<file path="config.mk">
export PLATFORM = sky130hd
export DESIGN_NAME = spi_target
export DESIGN_NICKNAME = d
export VERILOG_FILES = /design/src/rtl/spi_target.sv
export SDC_FILE = /design/constraint.sdc
export NUM_CORES = 1
export LEC_CHECK = 0
export CAP_MARGIN = 15
export CORE_MARGIN = 3
export CORE_UTILIZATION = 58
export CTS_BUF_LIST = sky130_fd_sc_hd__clkbuf_16
export DETAILED_ROUTE_END_ITERATION = 7
export HOLD_SLACK_MARGIN = 0.12
export MAX_ROUTING_LAYER = met4
export PLACE_DENSITY_LB_ADDON = 0.08
export RECOVER_POWER = 50
export SKIP_CTS_REPAIR_TIMING = 1
export SYNTH_ARGS = -nofsm -noshare
export SYNTH_HDL_FRONTEND = slang
export SYNTH_SLANG_ARGS = --single-unit
</file>
<file path="constraint.sdc">
create_clock -name clk -period 5.7 [get_ports clk]
set_clock_uncertainty 0.2 [all_clocks]
set_input_delay 0.855 -clock clk [delete_from_list [all_inputs] [get_ports clk]]
set_output_delay 0.855 -clock clk [all_outputs]
set_load 0.1 [all_outputs]
</file>
<file path="src/rtl/spi_target.sv">
// spi_target: SPI target (slave) with a single transmit holding register.
// sclk, ss and mosi are resynchronised into clk and edge-detected. Words are
// WIDTH bits long and sent and received MSB first. Back-to-back words are
// supported inside one ss window.
// Optional feature: define SPI_TARGET_UNDERRUN_EN to add the tx_underrun
// output. It pulses for one clk at each word start that has no data to send.
module spi_target #(
    parameter int WIDTH       = 8,
    parameter int SYNC_STAGES = 2
) (
    input  logic             clk,
    input  logic             rst_n,
    input  logic             cpol,
    input  logic             cpha,
    input  logic             sclk,
    input  logic             ss,
    input  logic             mosi,
    output logic             miso,
    input  logic [WIDTH-1:0] tx_data,
    input  logic             tx_valid,
    output logic             tx_ready,
    output logic [WIDTH-1:0] rx_data,
    output logic             rx_valid,
`ifdef SPI_TARGET_UNDERRUN_EN
    output logic             tx_underrun,
`endif
    output logic             busy
);

    localparam int CW = $clog2(WIDTH);

    typedef enum logic {IDLE, ACTIVE} state_t;

    // synchronizers and edge-detect registers
    logic [SYNC_STAGES-1:0] sclk_sync_q, sclk_sync_d;
    logic [SYNC_STAGES-1:0] ss_sync_q, ss_sync_d;
    logic [SYNC_STAGES-1:0] mosi_sync_q, mosi_sync_d;
    logic                   sclk_dly_q, sclk_dly_d;
    logic                   ss_dly_q, ss_dly_d;

    // After reset, ss must be observed high before a transfer is accepted.
    logic [1:0]             fill_q, fill_d;
    logic                   armed_q, armed_d;

    state_t                 state_q, state_d;
    logic                   cpol_l_q, cpol_l_d;
    logic                   cpha_l_q, cpha_l_d;
    logic                   first_q, first_d;   // skip the first leading edge (cpha=1)
    logic                   pend_q, pend_d;     // word wrapped; next shift edge starts a word
    logic [CW-1:0]          cnt_q, cnt_d;
    logic [WIDTH-1:0]       tx_sr_q, tx_sr_d;
    logic [WIDTH-1:0]       rx_sr_q, rx_sr_d;
    logic [WIDTH-1:0]       hold_q, hold_d;
    logic                   tx_ready_q, tx_ready_d;
    logic [WIDTH-1:0]       rx_data_q, rx_data_d;
    logic                   rx_valid_q, rx_valid_d;
    logic                   miso_q, miso_d;
    logic                   busy_q, busy_d;
`ifdef SPI_TARGET_UNDERRUN_EN
    logic                   underrun_q, underrun_d;
`endif

    logic sclk_s, ss_s, mosi_s;
    logic sclk_rise, sclk_fall, ss_fall, ss_rise;
    logic lead_edge, trail_edge, smp_edge, sft_edge;
    logic start, shift;

    // Next-state logic for the synchronizers, the FSM and the datapath.
    always_comb begin
        sclk_sync_d = {sclk_sync_q[SYNC_STAGES-2:0], sclk};
        ss_sync_d   = {ss_sync_q[SYNC_STAGES-2:0], ss};
        mosi_sync_d = {mosi_sync_q[SYNC_STAGES-2:0], mosi};
        sclk_s      = sclk_sync_q[SYNC_STAGES-1];
        ss_s        = ss_sync_q[SYNC_STAGES-1];
        mosi_s      = mosi_sync_q[SYNC_STAGES-1];
        sclk_dly_d  = sclk_s;
        ss_dly_d    = ss_s;

        sclk_rise   = sclk_s & ~sclk_dly_q;
        sclk_fall   = ~sclk_s & sclk_dly_q;
        ss_fall     = ~ss_s & ss_dly_q;
        ss_rise     = ss_s & ~ss_dly_q;
        lead_edge   = cpol_l_q ? sclk_fall : sclk_rise;
        trail_edge  = cpol_l_q ? sclk_rise : sclk_fall;
        smp_edge    = cpha_l_q ? trail_edge : lead_edge;
        sft_edge    = cpha_l_q ? lead_edge : trail_edge;

        // The sync chain holds reset values until it has been refilled from the pins.
        fill_d      = (fill_q != 2'(SYNC_STAGES)) ? fill_q + 2'd1 : fill_q;
        armed_d     = armed_q | ((fill_q == 2'(SYNC_STAGES)) & ss_s);

        state_d     = state_q;
        cpol_l_d    = cpol_l_q;
        cpha_l_d    = cpha_l_q;
        first_d     = first_q;
        pend_d      = pend_q;
        cnt_d       = cnt_q;
        tx_sr_d     = tx_sr_q;
        rx_sr_d     = rx_sr_q;
        hold_d      = hold_q;
        tx_ready_d  = tx_ready_q;
        rx_data_d   = rx_data_q;
        rx_valid_d  = 1'b0;
`ifdef SPI_TARGET_UNDERRUN_EN
        underrun_d  = 1'b0;
`endif
        start       = 1'b0;
        shift       = 1'b0;

        case (state_q)
            IDLE: begin
                if (armed_q && ss_fall) begin
                    state_d  = ACTIVE;
                    cpol_l_d = cpol;
                    cpha_l_d = cpha;
                    cnt_d    = '0;
                    first_d  = cpha;
                    pend_d   = 1'b0;
                    start    = 1'b1;
                end
            end
            ACTIVE: begin
                if (ss_rise) begin
                    // Abort: drop any partial word, keep rx_data and holding.
                    state_d = IDLE;
                    cnt_d   = '0;
                    pend_d  = 1'b0;
                    first_d = 1'b0;
                end else begin
                    if (smp_edge) begin
                        rx_sr_d = {rx_sr_q[WIDTH-2:0], mosi_s};
                        if (cnt_q == CW'(WIDTH-1)) begin
                            cnt_d      = '0;
                            rx_data_d  = {rx_sr_q[WIDTH-2:0], mosi_s};
                            rx_valid_d = 1'b1;
                            pend_d     = 1'b1;
                        end else begin
                            cnt_d = cnt_q + CW'(1);
                        end
                    end
                    if (sft_edge) begin
                        if (pend_q) begin
                            start  = 1'b1;
                            pend_d = 1'b0;
                        end else if (first_q) begin
                            first_d = 1'b0;
                        end else begin
                            shift = 1'b1;
                        end
                    end
                end
            end
            default: state_d = IDLE;
        endcase

        // Word start takes the old holding content; a same-cycle write lands after.
        if (start) begin
            tx_sr_d    = tx_ready_q ? '0 : hold_q;
            tx_ready_d = 1'b1;
`ifdef SPI_TARGET_UNDERRUN_EN
            underrun_d = tx_ready_q;
`endif
        end else if (shift) begin
            tx_sr_d = {tx_sr_q[WIDTH-2:0], 1'b0};
        end

        if (tx_valid && tx_ready_q) begin
            hold_d     = tx_data;
            tx_ready_d = 1'b0;
        end

        miso_d = (state_d == ACTIVE) & tx_sr_d[WIDTH-1];
        busy_d = (state_d == ACTIVE);
    end

    // State registers, all reset asynchronously.
    always_ff @(posedge clk or negedge rst_n) begin
        if (!rst_n) begin
            sclk_sync_q <= '0;
            ss_sync_q   <= '1;
            mosi_sync_q <= '0;
            sclk_dly_q  <= 1'b0;
            ss_dly_q    <= 1'b1;
            fill_q      <= '0;
            armed_q     <= 1'b0;
            state_q     <= IDLE;
            cpol_l_q    <= 1'b0;
            cpha_l_q    <= 1'b0;
            first_q     <= 1'b0;
            pend_q      <= 1'b0;
            cnt_q       <= '0;
            tx_sr_q     <= '0;
            rx_sr_q     <= '0;
            hold_q      <= '0;
            tx_ready_q  <= 1'b1;
            rx_data_q   <= '0;
            rx_valid_q  <= 1'b0;
            miso_q      <= 1'b0;
            busy_q      <= 1'b0;
`ifdef SPI_TARGET_UNDERRUN_EN
            underrun_q  <= 1'b0;
`endif
        end else begin
            sclk_sync_q <= sclk_sync_d;
            ss_sync_q   <= ss_sync_d;
            mosi_sync_q <= mosi_sync_d;
            sclk_dly_q  <= sclk_dly_d;
            ss_dly_q    <= ss_dly_d;
            fill_q      <= fill_d;
            armed_q     <= armed_d;
            state_q     <= state_d;
            cpol_l_q    <= cpol_l_d;
            cpha_l_q    <= cpha_l_d;
            first_q     <= first_d;
            pend_q      <= pend_d;
            cnt_q       <= cnt_d;
            tx_sr_q     <= tx_sr_d;
            rx_sr_q     <= rx_sr_d;
            hold_q      <= hold_d;
            tx_ready_q  <= tx_ready_d;
            rx_data_q   <= rx_data_d;
            rx_valid_q  <= rx_valid_d;
            miso_q      <= miso_d;
            busy_q      <= busy_d;
`ifdef SPI_TARGET_UNDERRUN_EN
            underrun_q  <= underrun_d;
`endif
        end
    end

    assign miso     = miso_q;
    assign tx_ready = tx_ready_q;
    assign rx_data  = rx_data_q;
    assign rx_valid = rx_valid_q;
    assign busy     = busy_q;
`ifdef SPI_TARGET_UNDERRUN_EN
    assign tx_underrun = underrun_q;
`endif

endmodule

</file>
==> key figures <==
Global route
  – Vias in the first global route: 1333
  – GRT Overall Usage: 20.9%
  – Largest net degree at the start of global routing: 54
  – First-pass GRT wire length: 6.56 mm
  – Global route overflow: 0
  – Initial antenna violation count: 0

STA
  – Final worst slack: 2540 ps
  – Setup tns final: 0 ps
  – Final Hold Vio Count: 0
  – Rel. slew slack: -47.6%
  – Max frequency: 317 MHz
  – Tcrit/Tclk final: 55.4%
  – Tmin final: 3160 ps
  – RSZ-0062 raised after global routing: no
  – Endpoints failing setup: 0
  – Worst-Margin Slew: 2210 ps
  – Final slew viol count: 45

Synthesis
  – Synth warnings: 0
  – Largest cells by area after synthesis: dfrtp_1, mux2_2, mux2i_1
  – Most frequent cell after synthesis: dfrtp_1
  – Register area share after synthesis: 61.5%
  – Synth cell types: 27
  – Net count after synthesis: 175
  – Yosys top cell area share: 56.6%
  – Synth Flop Type: dfrtp_1
  – Top cells by count, synth: dfrtp_1, mux2_2, mux2i_1, nand2b_1, nand2_1
  – Syn Std Cell Area: 2160 µm²
  – Mapped Cells: 156
  – Leading area contributor after synthesis: dfrtp_1
  – Number of register bits inferred by synthesis: 53
  – Syn_area_per_cell: 13.9 µm²
  – Post-synth EDFFs: 0
  – Synth async-reset ratio: 100%

Routing
  – ANT nets after route: 0
  – Routed vias: 1295
  – DRT Pass-1 Iters: 4
  – Post-route DRC: 0
  – Initial DRC count: 88
  – Final WL: 3.84 mm
  – DR WL/cell: 16.5 µm
  – Vias/cell: 5.56

Critical path
  – Top delay family on crit path: buffers and inverters
  – Reg2reg start: cpol_l_q
  – CP Launch Type: input port
  – CP bufs+invs: 2
  – Worst R2R End: rx_data[6]
  – R2R depth: 5
  – Top cell by count, worst path: clkbuf_1
  – Arrival @ worst endpoint: 2900 ps
  – Critical path, cell by cell: clkbuf_1 > clkbuf_1
  – Setup CP Type: input port to async pin
  – Critical path's slowest cell: clkbuf_1
  – Setup crit end kind: async pin
  – CP peak stage delay: 1630 ps
  – Reg2reg setup slack: 2640 ps
  – Worst Path Required: 5450 ps
  – Crit Path Max Fanout: 44

Clocking
  – Max clock buf depth: 2
  – Root Buffer: clkbuf_16
  – Clock Pin Slew Worst Setup and Hold Paths: 70 ps
  – Clock latency on the worst-skew pair: 290 ps
  – H-tree levels: 2
  – Clk sink count: 53
  – CTS tree: done
  – Total CTS buffers: 5

Power and ir drop
  – Clock power frac: 29.6%
  – Flop pwr share: 50.7%
  – Maximum VDD drop: 0.000294 V
  – Lkg Pwr: 1.24 nW
  – P per Cell Area: 390 nW/µm²
  – P_int: 0.727 mW
  – Net Sw Frac: 28.5%
  – Combinational Power Share: 19.7%
  – P_sw: 0.290 mW

Die
  – Initial core utilization: 62.4%
  – CORE AREA: 3470 µm²
  – Die area: 4500 µm²
  – Row count: 21
  – Die height: 67.1 µm
  – Die X-Extent: 67.1 µm
  – IO Count: 28

Placed design
  – Routability congestion estimate: 0.758
  – Number of port buffers: 27
  – HPWL Detailed: 2.65 mm
  – Pre-CTS worst setup slack: 2760 ps

Job
  – Max Cap Viol: 1

Hold path
  – Hold Startpoint: mosi_sync_q[0]
  – Worst Hold Class: flop to flop
  – Hold Path Sink: mosi_sync_q[1]
  – Worst hold stages: 0

Outcome
  – Failing checks: max-capacitance violations, max-slew violations
  – Result of the run: complete, but fails checks

Finish
  – Ant diodes: 0
  – Synthesis-to-finish area growth: 20.6%
  – Ratio of cells with drive above 1 in the final layout: 19.3%
  – Net count, final: 205
  – Final Util: 75.3%
  – Fillers: 233
-- how the worst max path moves through the flow --
stage                         from    endpoint  cells past startpoint
after global placement    tx_ready    tx_ready                      1
after global routing         rst_n  sclk_dly_q                      2
final                        rst_n  tx_sr_q[1]                      2
after floorplan               busy        miso                      6
after detailed placement  cpol_l_q  rx_data[4]                      5
after CTS                 tx_ready    tx_ready                      1
-- worst register-to-register path: stages, from the launching register on --
cell and delay [ps]:
dfrtp_1 390, xnor2_1 390, mux2i_1 290, nor2b_1 750, nand2_1 510, mux2_2 420
-- power by group through the flow --
| stage | clock, mW | combinational (mW) | sequential [mW] |
|---|---|---|---|
| floorplan | 0 | 0.132 | 0.528 |
| global placement | 0 | 0.191 | 0.514 |
| detailed placement | 0 | 0.201 | 0.521 |
| CTS | 0.307 | 0.202 | 0.516 |
| global route | 0.325 | 0.221 | 0.527 |
| finish | 0.301 | 0.200 | 0.516 |
-- final cells by class --
type / count / area, µm² / share of cell area [%]
clock buffer: 5 / 125 / 4.79
clock inverter: 3 / 25.0 / 0.959
inverter: 5 / 18.8 / 0.719
multi-input combinational: 93 / 785 / 30.1
sequential: 53 / 1330 / 51.0
tap: 46 / 57.6 / 2.21
timing repair buffer: 28 / 268 / 10.3
-- kinds of logic after synthesis --
kind of cell	count (synthesis)	share of synthesized area (%)
and+or+nand+nor	28	7.28
adders and majority gates	3	1.73
xor gates and xnor gates	2	0.809
AOI/OAI and AO/OA	17	5.09
DFF	53	61.5
buffers and inverters	10	2.25
muxes	43	21.3
-- stage by stage --
step | power, mW | hold slack, ps | cells | cell area (µm²)
2_1_floorplan | 0.660 | 131 | 156 | 2160
3_3_place_gp | 0.705 | 136 | 224 | 2460
3_5_place_dp | 0.722 | 142 | 224 | 2460
4_1_cts | 1.02 | 159 | 232 | 2610
5_1_grt | 1.07 | 160 | 233 | 2610
6_report | 1.02 | 156 | 233 | 2610
-- placed cells by master (no fill, tap or decap), types with 5 or more instances in the layout --
cell type        count
inv_1                5
mux2_2              25
mux2i_1             18
nand2_1              7
o21ai_0              5
clkbuf_16            5
nand2b_1             9
clkdlybuf4s50_1     26
dfrtp_1             49
-- registers in the layout, summed over array words and instances (netlist names), 2 cells and up --
register     flops
cnt_q            3
fill_q           2
hold_q           8
mosi_sync_q      2
rx_data          8
rx_sr_q          7
sclk_sync_q      2
ss_sync_q        2
tx_sr_q          8
-- layer usage --
metal / wire length, µm / up-vias / part of all wire, % / track usage [%]
met2: 1950 / 28 / 51 / 33.3
li1: - / 613 / - / -
met4: 68 / 0 / 1.8 / 8.86
met3: 149 / 6 / 3.9 / 3.88
met5: 0 / - / 0 / -
met1: 1670 / 648 / 43 / 26.2
(Power assumes the default switching activity.)
